### config.mk
export PLATFORM = sky130hd
export DESIGN_NAME = run_detector
export DESIGN_NICKNAME = d
export VERILOG_FILES = /design/src/rtl/run_detector_pkg.sv /design/src/rtl/sat_counter.sv /design/src/rtl/run_detector.sv
export SDC_FILE = /design/constraint.sdc
export NUM_CORES = 1
export LEC_CHECK = 0
export BUFFER_PORTS_ARGS = -buffer_cell sky130_fd_sc_hd__buf_2
export CAP_MARGIN = 0
export CORE_AREA = 2 2 39 41
export DETAILED_ROUTE_END_ITERATION = 10
export DIE_AREA = 0 0 41 43
export HOLD_SLACK_MARGIN = 0.05
export SYNTH_ARGS = -nofsm -noshare
export SYNTH_HDL_FRONTEND = slang
export SYNTH_SLANG_ARGS = --single-unit
export TNS_END_PERCENT = 30
### constraint.sdc
create_clock -name clk -period 1.7 [get_ports clk]
set_clock_uncertainty 0.05 [all_clocks]
set_input_delay 0.085 -clock clk [delete_from_list [all_inputs] [get_ports clk]]
set_output_delay 0.085 -clock clk [all_outputs]
set_load 0.05 [all_outputs]
### src/rtl/run_detector_pkg.sv
// Shared types for the run detector: FSM state encoding and output-mode decoding.
// Optional hit counter is enabled by defining RUN_DETECTOR_HITCNT_EN.
package run_detector_pkg;

    typedef enum logic [1:0] {
        IDLE = 2'd0,
        RUN  = 2'd1,
        HIT  = 2'd2,
        HOLD = 2'd3
    } state_e;

    typedef enum logic [1:0] {
        MODE_LEVEL = 2'd0,
        MODE_PULSE = 2'd1,
        MODE_GROUP = 2'd2
    } mode_e;

    // Any MODE value outside the defined set falls back to level mode.
    function automatic mode_e decode_mode(input int unsigned mode);
        case (mode)
            1:       return MODE_PULSE;
            2:       return MODE_GROUP;
            default: return MODE_LEVEL;
        endcase
    endfunction

endpackage

### src/rtl/sat_counter.sv
// Saturating up-counter with synchronous clear; clr together with en&inc restarts the count at 1.
module sat_counter #(
    parameter int unsigned       WIDTH = 8,
    parameter logic [WIDTH-1:0]  MAX   = '1
) (
    input  logic             clk,
    input  logic             reset,
    input  logic             clr,
    input  logic             en,
    input  logic             inc,
    output logic [WIDTH-1:0] cnt
);

    logic [WIDTH-1:0] cnt_q;
    logic [WIDTH-1:0] cnt_d;

    always_comb begin
        // NOTE: default first so every path assigns cnt_d and no latch is inferred.
        cnt_d = cnt_q;
        if (clr) begin
            cnt_d = (en && inc) ? WIDTH'(1) : '0;
        end else if (en && inc && (cnt_q != MAX)) begin
            cnt_d = cnt_q + WIDTH'(1);
        end
    end

    // NOTE: sequential state uses non-blocking assignment; reset is asynchronous.
    always_ff @(posedge clk or posedge reset) begin
        if (reset) begin
            cnt_q <= '0;
        end else begin
            cnt_q <= cnt_d;
        end
    end

    assign cnt = cnt_q;

endmodule

### src/rtl/run_detector.sv
// Detects runs of RUN_LEN consecutive ones on wi; zo behaviour selected by MODE.
// Define RUN_DETECTOR_HITCNT_EN to add the saturating hit_cnt output.
module run_detector
    import run_detector_pkg::*;
#(
    parameter int unsigned RUN_LEN = 3,
    parameter int unsigned MODE    = 0,
    parameter int unsigned HIT_W   = 8
) (
    input  logic                           clk,
    input  logic                           reset,
    input  logic                           clr,
    input  logic                           en,
    input  logic                           wi,
    output logic                           zo,
    output logic [$clog2(RUN_LEN+1)-1:0]   run_cnt
`ifdef RUN_DETECTOR_HITCNT_EN
    ,
    output logic [HIT_W-1:0]               hit_cnt
`endif
);

    localparam int unsigned      RUN_W    = $clog2(RUN_LEN + 1);
    localparam logic [RUN_W-1:0] RUN_MAX  = RUN_W'(RUN_LEN);
    localparam mode_e            MODE_EFF = decode_mode(MODE);

    state_e           state_q, state_d;
    logic             zo_q, zo_d;
    logic             run_clr, run_inc;
    logic [RUN_W-1:0] run_cnt_q;

    always_comb begin
        state_d = state_q;
        run_clr = 1'b0;
        run_inc = 1'b0;
        if (clr) begin
            state_d = IDLE;
            run_clr = 1'b1;
        end else begin
            case (state_q)
                IDLE: begin
                    if (en && wi) begin
                        state_d = RUN;
                        run_inc = 1'b1;
                    end
                end
                RUN: begin
                    if (en && wi) begin
                        run_inc = 1'b1;
                        if (run_cnt_q == RUN_MAX - RUN_W'(1)) begin
                            state_d = HIT;
                        end
                    end else if (en) begin
                        state_d = IDLE;
                        run_clr = 1'b1;
                    end
                end
                HIT: begin
                    if (en && wi) begin
                        if (MODE_EFF == MODE_GROUP) begin
                            // Start the next non-overlapping group at a count of one.
                            state_d = RUN;
                            run_clr = 1'b1;
                            run_inc = 1'b1;
                        end else begin
                            state_d = HOLD;
                        end
                    end else if (en) begin
                        state_d = IDLE;
                        run_clr = 1'b1;
                    end
                end
                HOLD: begin
                    if (en && !wi) begin
                        state_d = IDLE;
                        run_clr = 1'b1;
                    end
                end
                default: begin
                    state_d = IDLE;
                    run_clr = 1'b1;
                end
            endcase
        end
    end

    assign zo_d = (state_d == HIT) ||
                  ((state_d == HOLD) && (MODE_EFF == MODE_LEVEL));

    always_ff @(posedge clk or posedge reset) begin
        if (reset) begin
            state_q <= IDLE;
            zo_q    <= 1'b0;
        end else begin
            state_q <= state_d;
            zo_q    <= zo_d;
        end
    end

    sat_counter #(
        .WIDTH (RUN_W),
        .MAX   (RUN_MAX)
    ) u_run_cnt (
        .clk   (clk),
        .reset (reset),
        .clr   (run_clr),
        .en    (en),
        .inc   (run_inc),
        .cnt   (run_cnt_q)
    );

`ifdef RUN_DETECTOR_HITCNT_EN
    logic hit_inc;

    // HIT is only ever entered from RUN, so this marks each new match event.
    assign hit_inc = (state_q == RUN) && (state_d == HIT);

    sat_counter #(
        .WIDTH (HIT_W),
        .MAX   ({HIT_W{1'b1}})
    ) u_hit_cnt (
        .clk   (clk),
        .reset (reset),
        .clr   (clr),
        .en    (en),
        .inc   (hit_inc),
        .cnt   (hit_cnt)
    );
`endif

    assign zo      = zo_q;
    assign run_cnt = run_cnt_q;

endmodule

# --- Word level (Yosys, flattened, before mapping) ---
# Index checks and enable logic that the tools add are counted.
totals:
  reg_bits: 5
  in_bits: 5
  output_inout_bits: 3
  word_cells: 40
op_classes:
  add_sub_neg: 1
  eq_ne: 7
  muxes: 19
  n_reduce_logical: 10
op_table:
  columns: ["op", "count"]
  rows:
  - ["$mux W2", 9]
  - ["$eq A2 B2 Y1 const B", 5]
  - ["$mux W1", 8]
  - ["$pmux W2 S4", 1]
  - ["$logic_and A1 B1 Y1", 4]
  - ["$reduce_or A2 Y1", 2]
  - ["$add A2 B1 Y2 const B", 1]
  - ["$eq A2 B1 Y1 const B", 1]
  - ["$logic_not A2 Y1", 1]
  - ["$ne A2 B2 Y1 const B", 1]
  - ["$pmux W1 S2", 1]
  - ["$reduce_bool A2 Y1", 1]
  - ["$logic_not A1 Y1", 1]
  - ["$logic_or A1 B1 Y1", 1]

# --- Depth between registers and ports, before layout ---
# Gate-level depths: netlist of the first run.
logic_depth:
  word_depth: 8
  ltp_mapped: 5
  depth_no_buf: 5

# --- By module ---
# Synthesis of the first run repeated with hierarchy kept, for this count alone.
unflattened:
  hier_cells: 42
  hier_area_um2: 399.1
by_module_without_submodules:
  columns: ["module", "instances", "cells_per_inst", "area_each_um2", "seq_area_each_um2"]
  rows:
  - ["run_detector", 1, 31, 277.8, 75.1]
  - ["sat_counter", 1, 11, 121.4, 50.0]

# --- Least setup slack after synthesis of the first run ---
# Ideal clock, no wire load.
synth_timing:
  path_type: "flip-flop to flip-flop"
  start: "register u_run_cnt.cnt_q[0] (netlist: u_run_cnt.cnt[0])"
  end: "register u_run_cnt.cnt_q[0] (netlist: u_run_cnt.cnt[0])"
  arrival_ns: 1.436
  required_ns: 1.567
  path_slack_ns: 0.131
  stages_incl_launch_ff: 4
  synth_period_minus_slack_ns: 1.569
  path_cell_list: "dfrtp_1 -> ha_1 -> or4_1 -> o21ai_0"
synth_via:
  elab_chain_len: 3
  word_cells_on_any_way: 6
  cone_classes: "1 x add/sub; 1 x eq/ne; 2 x mux; 2 x reduce/logical"
synth_lines:
  columns: ["element", "line", "text"]
  rows:
  - ["start: declaration", "sat_counter.sv:14", "logic [WIDTH-1:0] cnt_q;"]
  - ["start signal: assignment", "sat_counter.sv:32", "cnt_q <= cnt_d;"]
  - ["$add A2 B1 Y2 or $ne A2 B2 Y1 (tied branches)", "sat_counter.sv:23, sat_counter.sv:22", null]
  - ["$mux W2 or $logic_and A1 B1 Y1 (tied branches)", "sat_counter.sv:22", "end else if (en && inc && (cnt_q != MAX)) begin"]
  - ["$mux W2 or $reduce_bool A2 Y1 (tied branches)", null, null]
# Several ways; a longest one is shown, not always the timed one. The select of a mux whose other input is x is not followed.
# A chain may end at the register's enable or synchronous reset.

# --- Worst setup path in the final report of the first run ---
layout_timing:
  start: "register state_q[1]"
  end: "register u_run_cnt.cnt_q[0] (netlist: u_run_cnt.cnt[0])"
layout_via:
  elab_chain_len: 7
  word_cells_on_any_way: 15
  cone_classes: "3 x eq/ne; 6 x mux; 6 x reduce/logical"
layout_lines:
  columns: ["element", "line", "text"]
  rows:
  - ["start: declaration", "run_detector.sv:27", "state_e state_q, state_d;"]
  - ["start signal: assignment", "run_detector.sv:95", "state_q <= state_d;"]
  - ["$eq A2 B1 Y1 or $logic_not A2 Y1 (tied branches)", "run_detector.sv:40", "case (state_q)"]
  - ["$reduce_or A2 Y1 (no source line)", null, null]
  - ["$mux W1", null, null]
  - ["$mux W1", "run_detector.sv:36", "if (clr) begin"]
  - ["$logic_and A1 B1 Y1", "sat_counter.sv:21, sat_counter.sv:22", null]
  - ["$mux W1 or $logic_and A1 B1 Y1 (tied branches)", "sat_counter.sv:21, sat_counter.sv:22", null]
  - ["$mux W2 or $reduce_bool A2 Y1 (tied branches)", null, null]
# Several ways; a longest one is shown, not always the timed one.

==> metrics.md, run 1 <==
| Metric | Value |
|---|---|
| Worst slew margin relative to its limit | between 70% and 80% |
| CTS tree | built |
| Reported max-cap violation count | 0 |
| First-pass GRT wire length | approximately 1400 microns |
| Run status | complete, no violations |
| GRT Overall Usage | between 10% and 20% |
| Post-DP HPWL | roughly 660 microns |
| Layout-stage area growth over the synthesis result | 24.6% |
| Cell area power density | 742 nW/um^2 |
| Initial drt markers | 13 |
| Top cells by area in the synthesized netlist | sky130_fd_sc_hd__dfrtp_1, sky130_fd_sc_hd__ha_1, sky130_fd_sc_hd__a21oi_1, sky130_fd_sc_hd__inv_1, sky130_fd_sc_hd__o221a_2 |
| Hold Vio Cnt, Final | 0 |
| Minimum period implied by the final worst setup slack | 1560 ps |
| Final-layout setup total negative slack | 0 ps |
| FF+latch count, synth | 5 |
| Mapped Area | 402 sq um |
| Cell depth of the worst flop-to-flop path | 4 |
| Global placement routability congestion | between 0.7 and 0.8 |
| Number of H-tree levels | 1 |
| Width of the chip | between 40 and 50 microns |
| Launching point of the worst reg2reg path | state_q[1] |
| Transition time at the pin with the least slew margin | about 380 ps |
| Count of input and output buffers | 7 |
| Crit Path Class | reg -> reg |
| Maximum number of pins on one net before global-route repair | 7 |
| Vertical die dimension | 43 microns |
| CP max FO | 6 |
| Unrepaired setup endpoints after global routing | no |
| Capturing element type of the critical path | flip-flop |
| Library cell occupying the most area in the post-synthesis netlist | sky130_fd_sc_hd__dfrtp_1 |
| Total gr overflow | 0 |
| CTS max path bufs | 2 |
| Worst min-delay path class | in -> reg |
| CTS sink count | 5 |
| DRT antenna net count | 0 |
| Number of vias after detailed routing | approximately 370 |
| Vias in the first global route | around 330 |
| Clock buffers created by TritonCTS | 3 |
| Post-route clock period utilization | around nine tenths |
| Master cell of the clock root buffer | sky130_fd_sc_hd__clkbuf_4 |
| Average instance area after synthesis | 9.13 sq um |
| Endpoint of the most critical setup path | u_run_cnt.cnt[0] |
| Skew-Pair Late Insertion Delay | ~240 ps |
| Signal arrival time at the worst endpoint | between 1500 and 2000 ps |
| Highest attainable clock frequency | around 0.64 GHz |
| Clock edge transition at the registers on the reported setup and hold paths | around 50 ps |
| FP Rows | 14 |
| Antenna cells | 0 |
| I/O Pins | 8 |
| Distinct cell type count after synthesis | 17 |
| Critical path launch point type | flip-flop |
| Count of mapped cells out of synthesis | 44 |
| Leakage power figure | about 0.26 nW |
| Max Slew Vio Count | 0 |
| Final setup vio count | 0 |
| Setup repair bufs after CTS | 0 |
| Number of optimization iterations in the first detailed-route pass | 4 |
| Number of nets in the synthesized netlist | between 50 and 60 |
| Die Area | 1760 sq um |
| Critical R2R Capture | u_run_cnt.cnt[0] |
| DRC violations left | 0 |
| Fraction of final layout cells sized beyond drive strength 1 | 24.6% |
| Detailed-route wire length per cell | about 12 microns |
| Largest vdd supply drop | about 0.23 mV |
| Initial antenna violation count | 0 |
| Required @ worst endpoint | approximately 1800 ps |
| Synth warn | 0 |
| Fraction of the yosys area taken by sequential cells | 31.2% |
| CTS-repair resized insts | 0 |
| R2R setup slack | roughly 140 ps |
| Fraction of synthesized cell area taken by the top area cell type | 31.2% |
| Starting density of the core | around 29% |
| Overall power consumption | 0.371 mW |
| Core footprint | 1380 sq um |
| Crit. Startpoint | state_q[1] |
| Post-layout net count | 70 |
| Routed wire length | roughly 840 microns |
| Mean number of vias per cell | between 5 and 6 |
cells in the mapped netlist:
cell type                  number
sky130_fd_sc_hd__o21bai_1       1
sky130_fd_sc_hd__a31oi_1        1
sky130_fd_sc_hd__o221a_2        2
sky130_fd_sc_hd__nor2_1         3
sky130_fd_sc_hd__or4_1          1
sky130_fd_sc_hd__nor3b_1        2
sky130_fd_sc_hd__o211ai_2       1
sky130_fd_sc_hd__nand2b_1       3
sky130_fd_sc_hd__nor3_1         1
sky130_fd_sc_hd__o21ai_0        2
sky130_fd_sc_hd__nand2_1        2
sky130_fd_sc_hd__o41ai_1        1
sky130_fd_sc_hd__inv_1          6
sky130_fd_sc_hd__ha_1           7
sky130_fd_sc_hd__o31a_1         1
sky130_fd_sc_hd__a21oi_1        5
sky130_fd_sc_hd__dfrtp_1        5
state kept, by name, indices dropped and copies added, names as in the netlist:
signal	cells
state_q	2
zo	1
u_run_cnt.cnt	2
metrics by stage:
| stage | cells | area (sq um) | util (%) | setup slack [ps] | hold WS (ps) |
|---|---|---|---|---|---|
| finish | 73 | 500 | 36.2 | 140 | 84.4 |
| global route | 73 | 500 | 36.2 | 15.1 | 84.9 |
| CTS | 73 | 500 | 36.2 | 121 | 78.0 |
| detailed placement | 68 | 464 | 33.5 | 122 | -47.2 |
| global placement | 68 | 464 | 33.5 | 200 | -47.9 |
| floorplan | 44 | 402 | - | 131 | -186 |
power by group:
part | internal, mW | total, mW | switching (mW)
combinational | 0.0384 | 0.101 | 0.0627
clock | 0.0888 | 0.137 | 0.0485
sequential | 0.127 | 0.133 | 0.00615
total | 0.254 | 0.371 | 0.117
timing repair:
action                     CTS  global route
hold endpoints to repair     5             0
setup endpoints to repair    0             0
hold buffers                 1             0
critical path, cell delays in order, from the launching register on:
cell and delay, ps:
sky130_fd_sc_hd__dfrtp_1 380, sky130_fd_sc_hd__inv_1 100, sky130_fd_sc_hd__ha_1 270, sky130_fd_sc_hd__o41ai_1 470, sky130_fd_sc_hd__o21ai_0 150
final cells by class:
class	instances	area [sq um]
fill	139	883
inverter	6	22.5
sequential	5	125
tap	16	20.0
clock buffer	4	26.3
timing repair buffer	9	52.6
multi-input combinational	33	254
metal layers:
| metal | global-route usage [%] | wire [microns] | part of all wire (%) | up-vias |
|---|---|---|---|---|
| li1 | - | - | - | 184 |
| met2 | 18.1 | 396 | 47 | 9 |
| met1 | 14.0 | 410 | 49 | 173 |
| met5 | 0 | 0 | 0 | - |
| met3 | 1.57 | 37 | 4.4 | 0 |
| met4 | 6.00 | 0 | 0 | 0 |
layout by cell type, fill, tap and decap left out:
| cell type | n |
|---|---|
| sky130_fd_sc_hd__o21bai_1 | 1 |
| sky130_fd_sc_hd__o21ai_0 | 2 |
| sky130_fd_sc_hd__o211ai_2 | 1 |
| sky130_fd_sc_hd__a21oi_1 | 5 |
| sky130_fd_sc_hd__nor3_1 | 1 |
| sky130_fd_sc_hd__o41ai_1 | 1 |
| sky130_fd_sc_hd__inv_1 | 6 |
| sky130_fd_sc_hd__clkbuf_4 | 3 |
| sky130_fd_sc_hd__or4_1 | 1 |
| sky130_fd_sc_hd__buf_4 | 1 |
| sky130_fd_sc_hd__a31oi_1 | 1 |
| sky130_fd_sc_hd__nand2_1 | 2 |
| sky130_fd_sc_hd__o31a_1 | 1 |
| sky130_fd_sc_hd__nor3b_1 | 2 |
| sky130_fd_sc_hd__clkbuf_1 | 1 |
| sky130_fd_sc_hd__nand2b_1 | 3 |
| sky130_fd_sc_hd__dfrtp_1 | 5 |
| sky130_fd_sc_hd__ha_1 | 7 |
| sky130_fd_sc_hd__o221a_2 | 2 |
| sky130_fd_sc_hd__nor2_1 | 3 |
| sky130_fd_sc_hd__dlygate4sd3_1 | 1 |
| sky130_fd_sc_hd__buf_2 | 7 |
cell families after synthesis:
group | after synthesis | synth area share [%]
AOI/OAI and AO/OA | 14 | 25.2
adders and majority gates | 7 | 21.8
buffers and inverters | 6 | 5.61
DFF | 5 | 31.2
and+or+nand+nor | 12 | 16.2
worst min-delay path by stage:
stage                     startpoint               end  slack (ps)  depth (start not counted)
final                            clr        state_q[0]          80                          3
after global routing             clr        state_q[0]          80                          3
after CTS                        clr        state_q[0]          80                          3
after detailed placement       reset  u_run_cnt.cnt[1]         -50                          2
after global placement         reset  u_run_cnt.cnt[1]         -50                          2
after floorplan                reset        state_q[0]        -190                          1
(Power assumes the default switching activity.)
==> inputs of run 2 (changes only) <==
--- a/config.mk
+++ b/config.mk
@@ -5,9 +5,11 @@
 export SDC_FILE = /design/constraint.sdc
 export NUM_CORES = 1
 export LEC_CHECK = 0
+export ABC_AREA = 1
 export BUFFER_PORTS_ARGS = -buffer_cell sky130_fd_sc_hd__buf_2
 export CAP_MARGIN = 0
 export CORE_AREA = 2 2 39 41
+export CTS_CLUSTER_DIAMETER = 100
 export DETAILED_ROUTE_END_ITERATION = 10
 export DIE_AREA = 0 0 41 43
 export HOLD_SLACK_MARGIN = 0.05
==> metrics.md, run 2 <==
| Metric | Value |
|---|---|
| Required @ worst endpoint | 1780 ps (+30 ps) |
| Synthesized-area fraction occupied by and/or/nand/nor cells | 28.5% (+12 points) |
| Overall power consumption | 0.372 mW (+0.15%) |
| Leakage power figure | 0.330 nW (+26%) |
| FF+latch count, synth | 5 (unchanged) |
| Clock edge transition at the registers on the reported setup and hold paths | 40 ps (about the same) |
| FP Rows | 14 (unchanged) |
| Starting density of the core | 32.4% (+3.3 points) |
| Crit path buf inv count | 2 (+1) |
| CTS sink count | 5 (unchanged) |
| Cell with the most instances after synthesis | sky130_fd_sc_hd__nand2_1 |
| Critical path's top delay family | simple AND/OR/NAND/NOR gates |
| FF+latch area | 125 sq um (unchanged) |
| Transition time at the pin with the least slew margin | 248 ps (-129 ps) |
| Antenna cells | 0 (unchanged) |
| Die Area | 1760 sq um (unchanged) |
| Beginning of the worst hold path | clr |
| Max stage delay on crit path | 420 ps (-50 ps) |
| Hold Vio Cnt, Final | 0 (unchanged) |
| Signal arrival time at the worst endpoint | 1500 ps (-110 ps) |
| First-pass GRT wire length | 1280 microns (-7.1%) |
| Cell mode on critical path | sky130_fd_sc_hd__nand2_1 |
| Critical path launch point type | flip-flop |
| Crit. Startpoint | state_q[0] |
| CTS max path bufs | 2 (unchanged) |
| Final core area utilization | 39.0% (+2.8 points) |
| Filler cell count | 154 (+11%) |
| Global placement routability congestion | 0.781 (+3.2%) |
| Inst Count DP | 86 (+26%) |
| Final setup vio count | 0 (unchanged) |
| Run status | complete, no violations |
| Average instance area after synthesis | 7.11 sq um (-22%) |
| Minimum period implied by the final worst setup slack | 1420 ps (-136 ps) |
| Synth warn | 0 (unchanged) |
| Distinct cell type count after synthesis | 16 (-1) |
| Total gr overflow | 0 (unchanged) |
| Unrepaired setup endpoints after global routing | no |
| Multiplexer share of the synthesized area | 0% (unchanged) |
| Number of enable flip-flop cells after synthesis | 0 (unchanged) |
| Number of H-tree levels | 1 (unchanged) |
| Core footprint | 1380 sq um (unchanged) |
| Maximum number of pins on one net before global-route repair | 7 (unchanged) |
| Fraction of final layout cells sized beyond drive strength 1 | 21.3% (-3.2 points) |
| Number of optimization iterations in the first detailed-route pass | 4 (unchanged) |
| Post-route cell area | 539 sq um (+7.7%) |
| Launching point of the worst reg2reg path | state_q[0] |
| Post-layout net count | 88 (+26%) |
| Skew-Pair Late Insertion Delay | 230 ps (about the same) |
| Routed wire length | 791 microns (-6.3%) |
| Top cells by area in the synthesized netlist | sky130_fd_sc_hd__dfrtp_1, sky130_fd_sc_hd__ha_1, sky130_fd_sc_hd__nand2_1, sky130_fd_sc_hd__inv_1, sky130_fd_sc_hd__a21oi_1 |
| Final-layout setup total negative slack | 0 ps (unchanged) |
| Predominant post-synthesis flop cell | sky130_fd_sc_hd__dfrtp_1 |
| Post-route clock period utilization | 83.8% (-8.0 points) |
| Cell-by-cell trace of the critical path | inv_1 > ha_1 > nor2_1 > nand2_1 > nand2_1 > nor2_1 > nand2_1 > inv_1 |
| Number of vias after detailed routing | 392 (+7.1%) |
| Initial antenna violation count | 0 (unchanged) |
| Combinational family with the most area after synthesis | simple AND/OR/NAND/NOR gates |
| GRT Overall Usage | 10.9% (-0.45 points) |
| Vertical die dimension | 43 microns (unchanged) |
| Reported max-cap violation count | 0 (unchanged) |
| Post-Synth XOR/XNOR Area | 0% (unchanged) |
| Max Slew Vio Count | 0 (unchanged) |
| Count of input and output buffers | 7 (unchanged) |
| Vias in the first global route | 341 (+2.1%) |
| Fraction of synthesized cell area taken by the top area cell type | 27.9% (-3.2 points) |
| Initial drt markers | 7 (-6) |
| DRC violations left | 0 (unchanged) |
| Capturing element type of the critical path | flip-flop |
| Commonest non-fill, non-tap cell in the layout | sky130_fd_sc_hd__nand2_1 |
| Master cell of the clock root buffer | sky130_fd_sc_hd__clkbuf_4 |
| CTS tree | built |
| CP max FO | 6 (unchanged) |
| Multi-input gate area in the final layout | 270 sq um (+6.4%) |
| Largest vdd supply drop | 0.356 mV (+57%) |
| Width of the chip | 41 microns (unchanged) |
| Fraction of the yosys area taken by sequential cells | 27.9% (-3.2 points) |
| Share of the synthesized area in compound gates (AO/OA/AOI/OAI) | 12.3% (-13 points) |
| Library cell occupying the most area in the post-synthesis netlist | sky130_fd_sc_hd__dfrtp_1 |
| Number of nets in the synthesized netlist | 75 (+34%) |
| Highest attainable clock frequency | 0.702 GHz (+9.6%) |
| I/O Pins | 8 (unchanged) |
| Clock buffers created by TritonCTS | 3 (unchanged) |
| Layout-stage area growth over the synthesis result | 20.4% |
| Worst slew margin relative to its limit | 83.6% (+9.0 points) |
| Critical path's slowest cell | sky130_fd_sc_hd__dfrtp_1 |
| Crit Path Class | reg -> reg |
| Post-DP HPWL | 651 microns (-0.79%) |
| Placement-stage cell area | 503 sq um (+8.4%) |
| Leading cell types in the layout, fill and taps excluded | sky130_fd_sc_hd__nand2_1, sky130_fd_sc_hd__inv_1, sky130_fd_sc_hd__ha_1, sky130_fd_sc_hd__buf_2, sky130_fd_sc_hd__dfrtp_1 |
| Leading cell types by count after synthesis | sky130_fd_sc_hd__nand2_1, sky130_fd_sc_hd__inv_1, sky130_fd_sc_hd__ha_1 |
| Detailed-route wire length per cell | 8.69 microns (-25%) |
| Mean number of vias per cell | 4.31 (-14%) |
| Mapped Area | 448 sq um (+12%) |
| Cell area power density | 690 nW/um^2 (-7.0%) |
| Share of synthesized cell area in full adder, half adder and majority cells | 19.6% (-2.3 points) |
| Final instance count without filler cells | 91 (+25%) |
| Post-synth ARST share | 100% (unchanged) |
| DRT antenna net count | 0 (unchanged) |
| Count of mapped cells out of synthesis | 63 (+43%) |
| Worst min-delay path class | in -> reg |
-- run 2: cell types whose count changed after synthesis, moves of 2 or more --
| cell | previous run | this run |
|---|---|---|
| sky130_fd_sc_hd__nor3b_1 | 2 | 0 |
| sky130_fd_sc_hd__a21oi_1 | 5 | 3 |
| sky130_fd_sc_hd__o221a_2 | 2 | 0 |
| sky130_fd_sc_hd__inv_1 | 6 | 14 |
| sky130_fd_sc_hd__nand2b_1 | 3 | 0 |
| sky130_fd_sc_hd__o21ai_1 | 0 | 2 |
| sky130_fd_sc_hd__nand2_1 | 2 | 18 |
| sky130_fd_sc_hd__nand3_1 | 0 | 2 |
-- run 2: logic make-up (layout without fill, tap and decap cells) --
kind of cell,count (synthesis),count (layout)
buffers and inverters,14,26
adder cells (fa/ha/maj),7,7
AO/OA/AOI/OAI,9,9
flip-flops,5,5
AND/OR/NAND/NOR,28,28
-- run 2: timing repair --
action,in CTS,in global routing
setup buffers,0,0
endpoints found under the hold margin,5,0
resized for setup,0,0
hold buffers,1,0
-- run 2: tightest hold or removal path, stage by stage --
cell	delay, ps
sky130_fd_sc_hd__buf_2	90
sky130_fd_sc_hd__inv_1	60
sky130_fd_sc_hd__nand2_1	70
sky130_fd_sc_hd__a21oi_1	40
-- run 2: layout make-up --
class                           count  area share (%)
Tap cell                           16            3.71
Timing Repair Buffer                8            8.35
Inverter                           14            9.74
Multi-Input combinational cell     44            50.1
Sequential cell                     5            23.2
Clock buffer                        4            4.87
-- run 2: worst paths after layout --
| path | end | slack (ps) | cells after the start |
|---|---|---|---|
| max | state_q[1] | 280 | 8 |
| min | state_q[0] | 90 | 4 |
| max reg2reg | state_q[1] | 280 | 8 |
| min reg2reg | u_run_cnt.cnt[0] | 530 | 2 |
| max in group asynchronous | zo | 1210 | 3 |
| min in group asynchronous | u_run_cnt.cnt[0] | 230 | 3 |
-- run 2: per-stage QoR --
stage               setup WS (ps)  hold slack, ps
global placement              316           -65.1
floorplan                     227            -186
global route                  148            96.8
finish                        276            91.8
CTS                           280            81.3
detailed placement            290           -64.9
-- run 2: routing by layer --
layer / wire length (microns) / GRT usage [%]
met1: 393 / 15.9
met2: 368 / 14.1
met3: 29 / 1.57
met4: 0 / 8.00
met5: 0 / 0
-- run 2: where the power goes --
part           switching, mW  internal (mW)
clock                 0.0442         0.0885
combinational         0.0680         0.0366
sequential           0.00844          0.126
